## src/rtl/pwm_pkg.sv

```systemverilog
// Shared constants and types for the multichannel PWM block: register map
// offsets, control bit positions and the alignment mode enum.
package pwm_pkg;

  localparam int DUTY_BASE  = 0;
  localparam int PERIOD_OFS = 0;
  localparam int CTRL_OFS   = 1;

  localparam int CTRL_RUN_BIT  = 0;
  localparam int CTRL_MODE_BIT = 1;

  typedef enum logic {
    MODE_EDGE   = 1'b0,
    MODE_CENTER = 1'b1
  } pwm_mode_e;

endpackage

```

## src/rtl/pwm_channel.sv

```systemverilog
// One PWM channel: shadow and active duty registers plus the registered
// output comparator with its enable gating.
module pwm_channel
  import pwm_pkg::*;
#(
  parameter int CNT_W = 8
) (
  input  logic             clk,
  input  logic             rst,
  input  logic             duty_wr,
  input  logic [CNT_W-1:0] wr_data,
  input  logic             load,
  input  logic [CNT_W-1:0] cnt,
  input  logic             en_out,
  input  logic             en_pwm,
  output logic             out
);

  logic [CNT_W-1:0] duty_sh_q, duty_sh_d;
  logic [CNT_W-1:0] duty_act_q, duty_act_d;
  logic             out_d;

  always_comb begin
    duty_sh_d  = duty_wr ? wr_data : duty_sh_q;
    // Active duty takes the post-write shadow so a boundary-cycle write lands at once.
    duty_act_d = load ? duty_sh_d : duty_act_q;
    out_d      = 1'b0;
    if (en_out) begin
      out_d = en_pwm ? (cnt < duty_act_q) : 1'b1;
    end
  end

  always_ff @(posedge clk or posedge rst) begin
    if (rst) begin
      duty_sh_q  <= '0;
      duty_act_q <= '0;
      out        <= 1'b0;
    end else begin
      duty_sh_q  <= duty_sh_d;
      duty_act_q <= duty_act_d;
      out        <= out_d;
    end
  end

endmodule

```

## src/rtl/pwm_multichannel.sv

```systemverilog
// Multichannel PWM top: register decode, shared counter, period/mode shadows
// and boundary detection. Define PWM_CENTER_ALIGN_EN to build center-aligned mode.
module pwm_multichannel
  import pwm_pkg::*;
#(
  parameter int NUM_CH = 16,
  parameter int CNT_W  = 8,
  parameter int ADDR_W = $clog2(NUM_CH + 2)
) (
  input  logic              clk,
  input  logic              rst,
  input  logic              wr_en,
  input  logic [ADDR_W-1:0] wr_addr,
  input  logic [CNT_W-1:0]  wr_data,
  input  logic [NUM_CH-1:0] en_out,
  input  logic [NUM_CH-1:0] en_pwm,
  output logic [NUM_CH-1:0] out,
  output logic              period_tick
);

  localparam logic [ADDR_W-1:0] PERIOD_ADDR = ADDR_W'(NUM_CH + PERIOD_OFS);
  localparam logic [ADDR_W-1:0] CTRL_ADDR   = ADDR_W'(NUM_CH + CTRL_OFS);

  logic [CNT_W-1:0] cnt_q, cnt_d;
  logic [CNT_W-1:0] period_sh_q, period_sh_d;
  logic [CNT_W-1:0] period_act_q, period_act_d;
  logic             run_q, run_d;
  logic             tick_q, tick_d;
  logic             boundary;
  logic             load_act;
  logic             ctrl_wr;

  assign ctrl_wr = wr_en && (wr_addr == CTRL_ADDR);

  always_comb begin
    period_sh_d = period_sh_q;
    run_d       = run_q;
    if (wr_en && (wr_addr == PERIOD_ADDR)) begin
      period_sh_d = wr_data;
    end
    if (ctrl_wr) begin
      run_d = wr_data[CTRL_RUN_BIT];
    end
  end

`ifdef PWM_CENTER_ALIGN_EN
  pwm_mode_e mode_sh_q, mode_sh_d;
  pwm_mode_e mode_act_q, mode_act_d;
  logic      dir_q, dir_d;

  always_comb begin
    mode_sh_d = mode_sh_q;
    if (ctrl_wr) begin
      mode_sh_d = pwm_mode_e'(wr_data[CTRL_MODE_BIT]);
    end

    // A zero-length center period degenerates to an edge period of one cycle.
    if ((mode_act_q == MODE_CENTER) && (period_act_q != '0)) begin
      boundary = run_q && dir_q && (cnt_q == '0);
    end else begin
      boundary = run_q && (cnt_q == period_act_q);
    end
    load_act     = boundary || !run_q;
    period_act_d = load_act ? period_sh_d : period_act_q;
    mode_act_d   = load_act ? mode_sh_d : mode_act_q;
    tick_d       = boundary;

    cnt_d = cnt_q;
    dir_d = dir_q;
    if (!run_q) begin
      cnt_d = '0;
      dir_d = 1'b0;
    end else if (boundary) begin
      dir_d = 1'b0;
      if ((mode_sh_d != mode_act_q) || (mode_sh_d == MODE_EDGE) || (period_sh_d == '0)) begin
        cnt_d = '0;
      end else begin
        cnt_d = CNT_W'(1);
      end
    end else if (mode_act_q == MODE_EDGE) begin
      cnt_d = cnt_q + CNT_W'(1);
    end else if (!dir_q) begin
      if (cnt_q >= period_act_q) begin
        dir_d = 1'b1;
        cnt_d = cnt_q - CNT_W'(1);
      end else begin
        cnt_d = cnt_q + CNT_W'(1);
      end
    end else begin
      cnt_d = cnt_q - CNT_W'(1);
    end
  end

  always_ff @(posedge clk or posedge rst) begin
    if (rst) begin
      mode_sh_q  <= MODE_EDGE;
      mode_act_q <= MODE_EDGE;
      dir_q      <= 1'b0;
    end else begin
      mode_sh_q  <= mode_sh_d;
      mode_act_q <= mode_act_d;
      dir_q      <= dir_d;
    end
  end
`else
  always_comb begin
    boundary     = run_q && (cnt_q == period_act_q);
    load_act     = boundary || !run_q;
    period_act_d = load_act ? period_sh_d : period_act_q;
    tick_d       = boundary;
    if (!run_q || boundary) begin
      cnt_d = '0;
    end else begin
      cnt_d = cnt_q + CNT_W'(1);
    end
  end
`endif

  always_ff @(posedge clk or posedge rst) begin
    if (rst) begin
      cnt_q        <= '0;
      period_sh_q  <= '0;
      period_act_q <= '0;
      run_q        <= 1'b0;
      tick_q       <= 1'b0;
    end else begin
      cnt_q        <= cnt_d;
      period_sh_q  <= period_sh_d;
      period_act_q <= period_act_d;
      run_q        <= run_d;
      tick_q       <= tick_d;
    end
  end

  assign period_tick = tick_q;

  for (genvar i = 0; i < NUM_CH; i++) begin : g_ch
    pwm_channel #(
      .CNT_W(CNT_W)
    ) u_ch (
      .clk    (clk),
      .rst    (rst),
      .duty_wr(wr_en && (wr_addr == ADDR_W'(DUTY_BASE + i))),
      .wr_data(wr_data),
      .load   (load_act),
      .cnt    (cnt_q),
      .en_out (en_out[i]),
      .en_pwm (en_pwm[i]),
      .out    (out[i])
    );
  end

endmodule

```

## config.mk

```make
export PLATFORM = sky130hd
export DESIGN_NAME = pwm_multichannel
export DESIGN_NICKNAME = d
export VERILOG_FILES = /design/src/rtl/pwm_pkg.sv /design/src/rtl/pwm_channel.sv /design/src/rtl/pwm_multichannel.sv
export SDC_FILE = /design/constraint.sdc
export NUM_CORES = 1
export LEC_CHECK = 0
export ABC_AREA = 0
export BUFFER_PORTS_ARGS = -buffer_cell sky130_fd_sc_hd__buf_2
export CAP_MARGIN = 15
export CORE_UTILIZATION = 40
export CTS_BUF_LIST = sky130_fd_sc_hd__clkbuf_4
export DETAILED_ROUTE_END_ITERATION = 7
export SYNTH_ARGS = -nofsm -noshare
export SYNTH_HDL_FRONTEND = slang
export SYNTH_HIERARCHICAL = 1
export SYNTH_SLANG_ARGS = --single-unit
```

## constraint.sdc

```tcl
create_clock -name clk -period 2.55 [get_ports clk]
set_input_delay 0.1275 -clock clk [delete_from_list [all_inputs] [get_ports clk]]
set_output_delay 0.1275 -clock clk [all_outputs]
set_load 0.05 [all_outputs]
```

== Word-level counts from Yosys, hierarchy flattened ==
Index checks and enable logic that the tools add are counted.
Widths: inputs -> output; s select.

* Add/subtract/negate cells: 1
* Multiply operators: 0
* Divide/modulo/power cells: 0
* $lt $le $gt $ge: 16
* Equal/unequal tests: 18
* Shifts and indexed selects: 0
* Multiplexer cells: 50
* Bitwise operators: 0
* Reduce and logical (&&, ||, !) cells: 22

{| class="wikitable"
|+ Operator list
! kind !! number
|-
| $mux 8 || 18
|-
| $lt 8x8->1 || 16
|-
| $eq 5x4->1 const B || 8
|-
| $mux 1 || 32
|-
| $eq 5x3->1 const B || 4
|-
| $logic_and 1x1->1 || 19
|-
| $eq 5x2->1 const B || 2
|-
| $eq 5x5->1 const B || 2
|-
| $add 8x1->8 const B || 1
|-
| $eq 8x8->1 || 1
|-
| $eq 5x1->1 const B || 1
|-
| $logic_not 5->1 || 1
|-
| $logic_not 1->1 || 1
|-
| $logic_or 1x1->1 || 1
|}

* Flip-flop bits (word level): 298
* Bits in latches: 0
* Bits in writable memories: 0
* Bits in read-only memories: 0
* Word-level logic and storage cells: 160
* Memories: 0

== Longest topological paths before layout ==
Gate-level depths: netlist of the first run.

* Depth in word-level cells: 4
* Gate-level depth with buffers: 7

== By module ==
The synthesis of the first run kept the hierarchy.

{| class="wikitable"
|+ By module, submodules not included
! module !! times used !! cells each !! area an instance (sq um) !! sequential area each (sq um)
|-
| pwm_channel || 16 || 69 || 798.3 || 425.4
|-
| pwm_multichannel || 1 || 112 || 1266.2 || 650.6
|}

== Worst setup path after synthesis of the first run ==
Ideal clock, no wire load.

* Path type: flip-flop to flip-flop
* Start: register cnt_q[2]
* End: register g_ch[0].u_ch.duty_act_q[1]
* Library setup time: 135 ps
* Arrival: 2447 ps
* Required time: 2415 ps
* Setup slack: -32 ps
* Cell stages (with the launch flop): 7
* Buffers on the path: 2
* Path through: dfrtp_1 -> xnor2_1 -> nand2_1 -> o41ai_4 -> buf_6 -> clkbuf_1 -> o21ai_0

* Cells in the longest elaborated chain, start to end: 3

{| class="wikitable"
|+ RTL lines
! element !! RTL line !! RTL
|-
| start: declaration || pwm_multichannel.sv:24 || <nowiki>logic [CNT_W-1:0] cnt_q, cnt_d;</nowiki>
|-
| start signal: assignment || pwm_multichannel.sv:127 || <nowiki>cnt_q <= cnt_d;</nowiki>
|-
| $eq 8x8->1 || pwm_multichannel.sv:107 || <nowiki>boundary = run_q && (cnt_q == period_act_q);</nowiki>
|-
| $logic_and 1x1->1 || pwm_multichannel.sv:107 ||
|-
| $logic_or 1x1->1 || pwm_multichannel.sv:108 || <nowiki>load_act = boundary || !run_q;</nowiki>
|-
| named net load_act || pwm_multichannel.sv:30 || <nowiki>logic load_act;</nowiki>
|-
| end signal: assignment || pwm_channel.sv:40 || <nowiki>duty_act_q <= duty_act_d;</nowiki>
|-
| end: declaration || pwm_channel.sv:20 || <nowiki>logic [CNT_W-1:0] duty_act_q, duty_act_d;</nowiki>
|}

The timed path passes the listed nets, and every way through them passes these cells.
A chain may end at the register's enable or synchronous reset.

== Worst setup path after layout of the first run ==
* Start: register cnt_q[7]
* End: register g_ch[10].u_ch.out

* Cells in the longest elaborated chain, start to end: 3

{| class="wikitable"
|+ RTL lines
! element !! RTL line !! RTL
|-
| $lt 8x8->1 || pwm_channel.sv:29 || <nowiki>out_d = en_pwm ? (cnt < duty_act_q) : 1'b1;</nowiki>
|-
| $mux 1 || pwm_channel.sv:29 ||
|-
| $mux 1 || pwm_channel.sv:28 || <nowiki>if (en_out) begin</nowiki>
|-
| named net g_ch[10].u_ch.out_d || pwm_channel.sv:21 || <nowiki>logic out_d;</nowiki>
|-
| end signal: assignment || pwm_channel.sv:41 || <nowiki>out <= out_d;</nowiki>
|-
| end: declaration || pwm_channel.sv:16 || <nowiki>output logic out</nowiki>
|}

The timed path passes the listed nets, and every way through them passes these cells.

==> results.toml, run 1 <==
[status]
outcome = "finished, final reports clean"

[clock_tree]
clk_path_buf_depth = 3
root_buffer = "clkbuf_4"
cts-resized-gates = 0
clk_latency_ps = 670
tritoncts = "built"
htreeDepth = 3
cts_num_sinks = 298
clkSlewWorstSetupHoldPaths_ps = 70
numCtsBuffers = 81

[drt]
vias_per_cell = 4.916
drt-total-wl_microns = 32940
drt-initial-drc-count = 378
drc = 0
vias = 9443
ant_nets = 0
drt_first_pass_iters = 5
wl_per_cell_microns = 17.15

[synthesis]
synth_compound_area_share_pct = 9.608
synth_edf_count = 0
synthAdderAreaFrac_pct = 10.07
ys_ff_latch = 298
synth_warnings = 6
yosys.area.top_type_share_pct = 53.12
syn_area_sq_um = 14040
ys_seq_area_share_pct = 53.12
synth.distinct_cells = 28
netlist_top_cells_count = "298 x dfrtp_1, 162 x inv_1, 134 x nand2_1"
ys.flop_type = "dfrtp_1"
syn-num-nets = 1377
synthTopCellsByArea = "dfrtp_1 53%, mux2_2 10%, ha_1 10%"
syn_avg_cell_area_sq_um = 11.54
synth_mux_area_share_pct = 13.80
synth.largest_area_cell = "dfrtp_1"
synth_top_family_by_area = "multiplexers"
syn_inst = 1216
synth_xor_area_share_pct = 0.8734
async_reset_ff_share_pct = 100.0
yosysMostFrequentCell = "dfrtp_1"
synth_simple_gate_area_share_pct = 6.381

[worst_setup_path]
rrSetupSlack_ps = 380
worstPathCellList = "buf_4, ha_1, a21oi_1, o221ai_1, dlygate4sd3_1, a21oi_1"
ff2ff_path_depth = 6
cp_num_cells = 6
crit_family = "buffers and inverters"
r2r-start = "cnt_q[7]$_DFF_PP0_"
crit_end = "g_ch[10].u_ch/out$_DFF_PP0_"
regToRegEndpoint = "g_ch[10].u_ch/out$_DFF_PP0_"
cpMaxStageDelayCell = "dlygate4sd3_1"
critPathMaxFanout = 17
cpPeakStageDelay_ps = 580
cp.arrival_ps = 2750
crit_start = "cnt_q[7]$_DFF_PP0_"
cp_num_buf_inv = 2
cp-end-kind = "flip-flop"
critPathLaunchType = "flip-flop"
required_ps = 3130
critPathKind = "flip-flop to flip-flop"
worst_path_most_repeated_cell = "a21oi_1"

[placed_design]
dpl.cell_count = 1731
hpwlAfterDp_microns = 19890
place.gp.congestion = 0.7690
numPortBuffers = 64
place_area_sq_um = 14940

[die]
initial_core_util_pct = 40.64
num_rows = 68
io_pins = 65
dieArea_sq_um = 35850
dieWidth_microns = 189.3
core_area_sq_um = 34540
die_h_microns = 189.3

[power]
combPwrFrac_pct = 25.2
sw_frac_of_total_pct = 30.46
power_frac_seq_pct = 44.7
p_int_w = 0.009654
ir_drop_mv = 0.3293
powerDensity_nw_per_um2 = 843.7
power_w = 0.01388
clock_power_share_pct = 30.0
switching_power_w = 0.004229
leakage_nw = 8.111

[global_route]
grt_pass1_vias = 9959
antenna_found_initial = 1
grt.total_usage_pct = 19.25
grt_first_pass_wirelength_microns = 53370
overflow = 0
grt_start_max_net_pins = 87

[layout]
fill_cells = 3269
drive_gt1_share_pct = 26.38
stdcell_count = 1921
synthToLayoutAreaGrowth_pct = 17.21
fin_nets = 1571
fin_area_sq_um = 16450

[timing]
rsz0062_at_grt = "no"
fin_crit_sh_pct = 85.10
finalHoldViolations = 0
worst_pin_slew_ps = 743.4
setup_viol = 0
max_slew_margin_pct = 50.25
drv_slew = 0
fin_crit_ps = 2170
fin_setup_tns_ps = 0
hold_ws_ps = 71.14
skew_ps = 29.73
max_freq_mhz = 460.8

[worst_hold_path]
hold_class = "primary input to flip-flop"

[flow_run]
cap_violations = 0
-- sequential cells by signal, summed over array words and instances, names as in the netlist --
name                  count
cnt_q                     8
g_ch.u_ch/duty_act_q    128
g_ch.u_ch/duty_sh_q     128
g_ch.u_ch/out            16
period_act_q              8
period_sh_q               8
period_tick               1
run_q                     1
-- cell families (layout without fill, tap and decap cells) --
family                     count (synthesis)  in the layout
xor gates and xnor gates                  14             14
other                                      0              3
and+or+nand+nor                          209            209
muxes                                    161            161
AOI/OAI and AO/OA                        225            225
adders and majority gates                113            113
buffers and inverters                    196            443
DFF                                      298            298
-- power by group through the flow --
stage,sequential [W],clock [W],combinational (W)
floorplan,0.00635,0,0.00247
global placement,0.00626,0,0.00336
detailed placement,0.00630,0,0.00347
CTS,0.00622,0.00432,0.00354
global route,0.00633,0.00458,0.00400
finish,0.00621,0.00417,0.00350
-- worst register-to-register path: cells and delay by family (launching register included) --
kind                     cells  cell delay [ps]
buffers and inverters        2              980
adder cells (fa/ha/maj)      1              330
flip-flops                   1              360
AO/OA/AOI/OAI                3              430
-- worst min-delay path by stage --
stage | startpoint | to | slack [ps] | depth (start not counted)
after floorplan | rst | g_ch[0].u_ch/duty_act_q[0]$_DFFE_PP0P_ | 50 | 1
after global placement | en_out[8] | g_ch[8].u_ch/out$_DFF_PP0_ | 380 | 3
after detailed placement | en_out[7] | g_ch[7].u_ch/out$_DFF_PP0_ | 380 | 3
after CTS | wr_addr[4] | period_sh_q[6]$_DFF_PP0_ | 10 | 3
after global routing | wr_addr[4] | period_sh_q[6]$_DFF_PP0_ | 40 | 3
final | wr_addr[4] | period_sh_q[6]$_DFF_PP0_ | 70 | 3
-- through the flow --
stage          utilization [%]  setup slack [ps]
2_1_floorplan                -             21.68
3_3_place_gp             43.24             457.1
3_5_place_dp             43.24             451.8
4_1_cts                  47.61             373.9
5_1_grt                  47.63             244.8
6_report                 47.63             379.9
-- layer usage --
metal	vias up	share of wire [%]	track usage [%]
li1	4567	-	-
met1	4667	48	25.90
met2	153	47	31.36
met3	56	3.1	3.392
met4	0	1.9	6.452
met5	-	0	0
-- cell type report --
class	instances	area, sq um	area share, %
tap	455	569.3	3.460
clock inverter	13	77.57	0.4714
clock buffer	123	923.4	5.612
timing repair buffer	145	1094	6.646
multi-input combinational	722	5718	34.75
sequential	298	7457	45.32
antenna	3	7.507	0.04562
inverter	162	608.1	3.696
-- what timing repair did --
| item | in CTS | in global routing |
|---|---|---|
| hold endpoints to repair | 299 | 0 |
| setup buffers | 0 | 0 |
| hold buffers | 51 | 0 |
-- placed cells by master, fill, tap and decap left out, types with 18 or more instances in the layout --
master,n
nand3_1,22
nand2_1,134
nor2_1,22
a21oi_1,48
inv_1,162
ha_1,113
buf_4,27
dlygate4sd3_1,51
o21ai_0,128
mux2_4,33
mux2_2,128
dfrtp_1,298
buf_2,64
nand2b_1,18
clkbuf_4,123
Power figures use the tool's default switching activity.
==> run 2, diff against run 1 <==
--- a/config.mk
+++ b/config.mk
@@ -11,6 +11,7 @@
 export CORE_UTILIZATION = 40
 export CTS_BUF_LIST = sky130_fd_sc_hd__clkbuf_4
 export DETAILED_ROUTE_END_ITERATION = 7
+export SETUP_SLACK_MARGIN = 0.5
 export SYNTH_ARGS = -nofsm -noshare
 export SYNTH_HDL_FRONTEND = slang
 export SYNTH_HIERARCHICAL = 1
==> run 2 against run 1 <==
  * First-iteration DRC count up 27%
  * Design area increased by 0.85%
  * Power increased by 3.3%
  * Sequential power about the same
  * Die area did not move
  * Setup slack better by 160 ps
  * Count of clock-buffer cells in the layout grew 10
  * Cell count is the same
  * Via count rose by 1.9%
  * Hold slack worse by 2.7 ps
  * Global-route usage is 0.77 points higher
  * Critical path type unchanged
==> results.toml, run 2 (synthesized netlist as in run 1, its figures left out) <==
[layout]
fin_area_sq_um = 16590
antenna_cells = 0
reg_top3 = "g_ch.u_ch/duty_act_q (128), g_ch.u_ch/duty_sh_q (128), g_ch.u_ch/out (16)"
final_common_cell = "dfrtp_1"
final_cell_mix = "291 x dfrtp_1, 162 x inv_1, 134 x nand2_1"
synthToLayoutAreaGrowth_pct = 18.21
drive_gt1_share_pct = 28.10
stdcell_count = 1921
fin_nets = 1567

[worst_setup_path]
cpMaxStageDelayCell = "o41ai_4"
crit_start = "cnt_q[0]$_DFF_PP0_"
critPathMaxFanout = 21
regToRegEndpoint = "period_act_q[2]$_DFFE_PP0P_"
rrSetupSlack_ps = 540
r2r-start = "cnt_q[0]$_DFF_PP0_"
crit_family = "buffers and inverters"
critPathLaunchType = "flip-flop"
worstPathCellList = "xnor2_1, nand2_1, o41ai_4, buf_6, buf_16, mux2_2"
cpPeakStageDelay_ps = 410
cp.arrival_ps = 2550
cp-end-kind = "flip-flop"
required_ps = 3090
ff2ff_path_depth = 6
cp_num_buf_inv = 2
critPathKind = "flip-flop to flip-flop"

[timing]
fin_setup_tns_ps = 0
finalHoldViolations = 0
skew_ps = 42.28
fin_crit_ps = 2011
drv_slew = 0
rsz0062_at_grt = "yes"
max_freq_mhz = 497.3
worst_pin_slew_ps = 700.5
fin_crit_sh_pct = 78.86
max_slew_margin_pct = 53.30
setup_viol = 0

[power]
leakage_nw = 8.201
p_int_w = 0.009985
powerDensity_nw_per_um2 = 864.4
combPwrFrac_pct = 26.4
power_frac_seq_pct = 43.3
ir_drop_mv = 0.3207
clock_power_share_pct = 30.4
switching_power_w = 0.004359
sw_frac_of_total_pct = 30.39

[placed_design]
numPortBuffers = 64
hpwlAfterDp_microns = 19920
place.gp.congestion = 0.7461
dpl.cell_count = 1733
place_area_sq_um = 14950

[drt]
drt-initial-drc-count = 480
ant_nets = 0
vias_per_cell = 5.009
drt-total-wl_microns = 34460
drt_first_pass_iters = 5
vias = 9623
wl_per_cell_microns = 17.94
drc = 0

[clock_tree]
root_buffer = "clkbuf_4"
numCtsBuffers = 81
clk_latency_ps = 690
clk_path_buf_depth = 3
clkSlewWorstSetupHoldPaths_ps = 60
htreeDepth = 3
tritoncts = "built"
cts_num_sinks = 298

[die]
core_area_sq_um = 34540
num_rows = 68
dieArea_sq_um = 35850
die_h_microns = 189.3
dieWidth_microns = 189.3
io_pins = 65
initial_core_util_pct = 40.64

[global_route]
grt.total_usage_pct = 20.03
grt_pass1_vias = 10210
grt_start_max_net_pins = 42
overflow = 0
grt_first_pass_wirelength_microns = 55410
antenna_found_initial = 1

[worst_hold_path]
hold_end = "period_sh_q[6]$_DFF_PP0_"
holdPathStages = 3
hold_class = "primary input to flip-flop"
worstHoldStart = "wr_addr[4]"

[flow_run]
cap_violations = 0

[status]
outcome = "finished, final reports clean"
## run 2: cell count changes in the layout (fill, tap and decap cells not counted), moves of 2 or more
| cell | change |
|---|---|
| dlygate4sd3_1 | -16 |
| clkbuf_4 | +10 |
| dfrtp_1 | -7 |
| dfrtp_2 | +7 |
| buf_16 | +3 |
| buf_4 | +3 |
| diode_2 | -3 |
| buf_6 | +2 |
| bufbuf_16 | +2 |
| clkbuf_16 | +2 |
| clkinv_2 | -2 |
## run 2: cell type report
type	count	area (sq um)
Clock buffer	133	998.5
Tap cell	455	569.3
Sequential cell	298	7466
Multi-Input combinational cell	722	5718
Clock inverter	10	63.81
Inverter	162	608.1
Fill cell	3292	17950
Timing Repair Buffer	141	1171
## run 2: layer usage
layer  wire length, microns  track usage [%]  part of all wire, %
met5                      9                0                0.026
met4                    657            6.110                  1.9
met3                   1526            4.226                  4.4
met2                  15800            31.77                   46
met1                  16470            27.45                   48
## run 2: timing repair
item	4_1_cts	5_1_grt
hold buffers	35	0
pin swaps	1	2
buffers inserted	2	3
hold endpoints to repair	315	0
cloned	3	2
resized for setup	6	7
endpoints found under the setup margin	47	64
## run 2: worst reg2reg max path: cells and delay by family (launching register included)
| family | cells | cell delay, ps |
|---|---|---|
| AOI/OAI and AO/OA | 1 | 420 |
| muxes | 1 | 350 |
| buffers and inverters | 2 | 430 |
| DFF | 1 | 390 |
| xor gates and xnor gates | 1 | 160 |
| and+or+nand+nor | 1 | 130 |
## run 2: through the flow
step	setup WS [ps]	hold WS, ps	total power (W)	util (%)
finish	539.0	68.40	0.01434	48.04
global route	424.6	71.46	0.01538	48.04
CTS	499.4	25.15	0.01442	47.77
detailed placement	377.0	380.3	0.009761	43.27
global placement	386.4	382.5	0.009619	43.27
floorplan	334.3	53.57	0.008878	-
## run 2: power groups by stage
stage                     logic [W]  registers, W  clock network [W]
after global routing        0.00431       0.00633            0.00474
after detailed placement    0.00347       0.00630                  0
after floorplan             0.00252       0.00635                  0
final                       0.00378       0.00621            0.00435
after global placement      0.00335       0.00627                  0
after CTS                   0.00370       0.00622            0.00450
## run 2: worst max path at each step
stage / endpoint / slack [ps] / cells past startpoint
global placement: g_ch[7].u_ch/duty_act_q[7]$_DFFE_PP0P_ / 390 / 6
global route: period_act_q[1]$_DFFE_PP0P_ / 420 / 6
finish: period_act_q[2]$_DFFE_PP0P_ / 540 / 6
floorplan: g_ch[0].u_ch/duty_act_q[1]$_DFFE_PP0P_ / 330 / 6
detailed placement: g_ch[7].u_ch/duty_act_q[7]$_DFFE_PP0P_ / 380 / 6
CTS: g_ch[7].u_ch/duty_act_q[7]$_DFFE_PP0P_ / 500 / 7
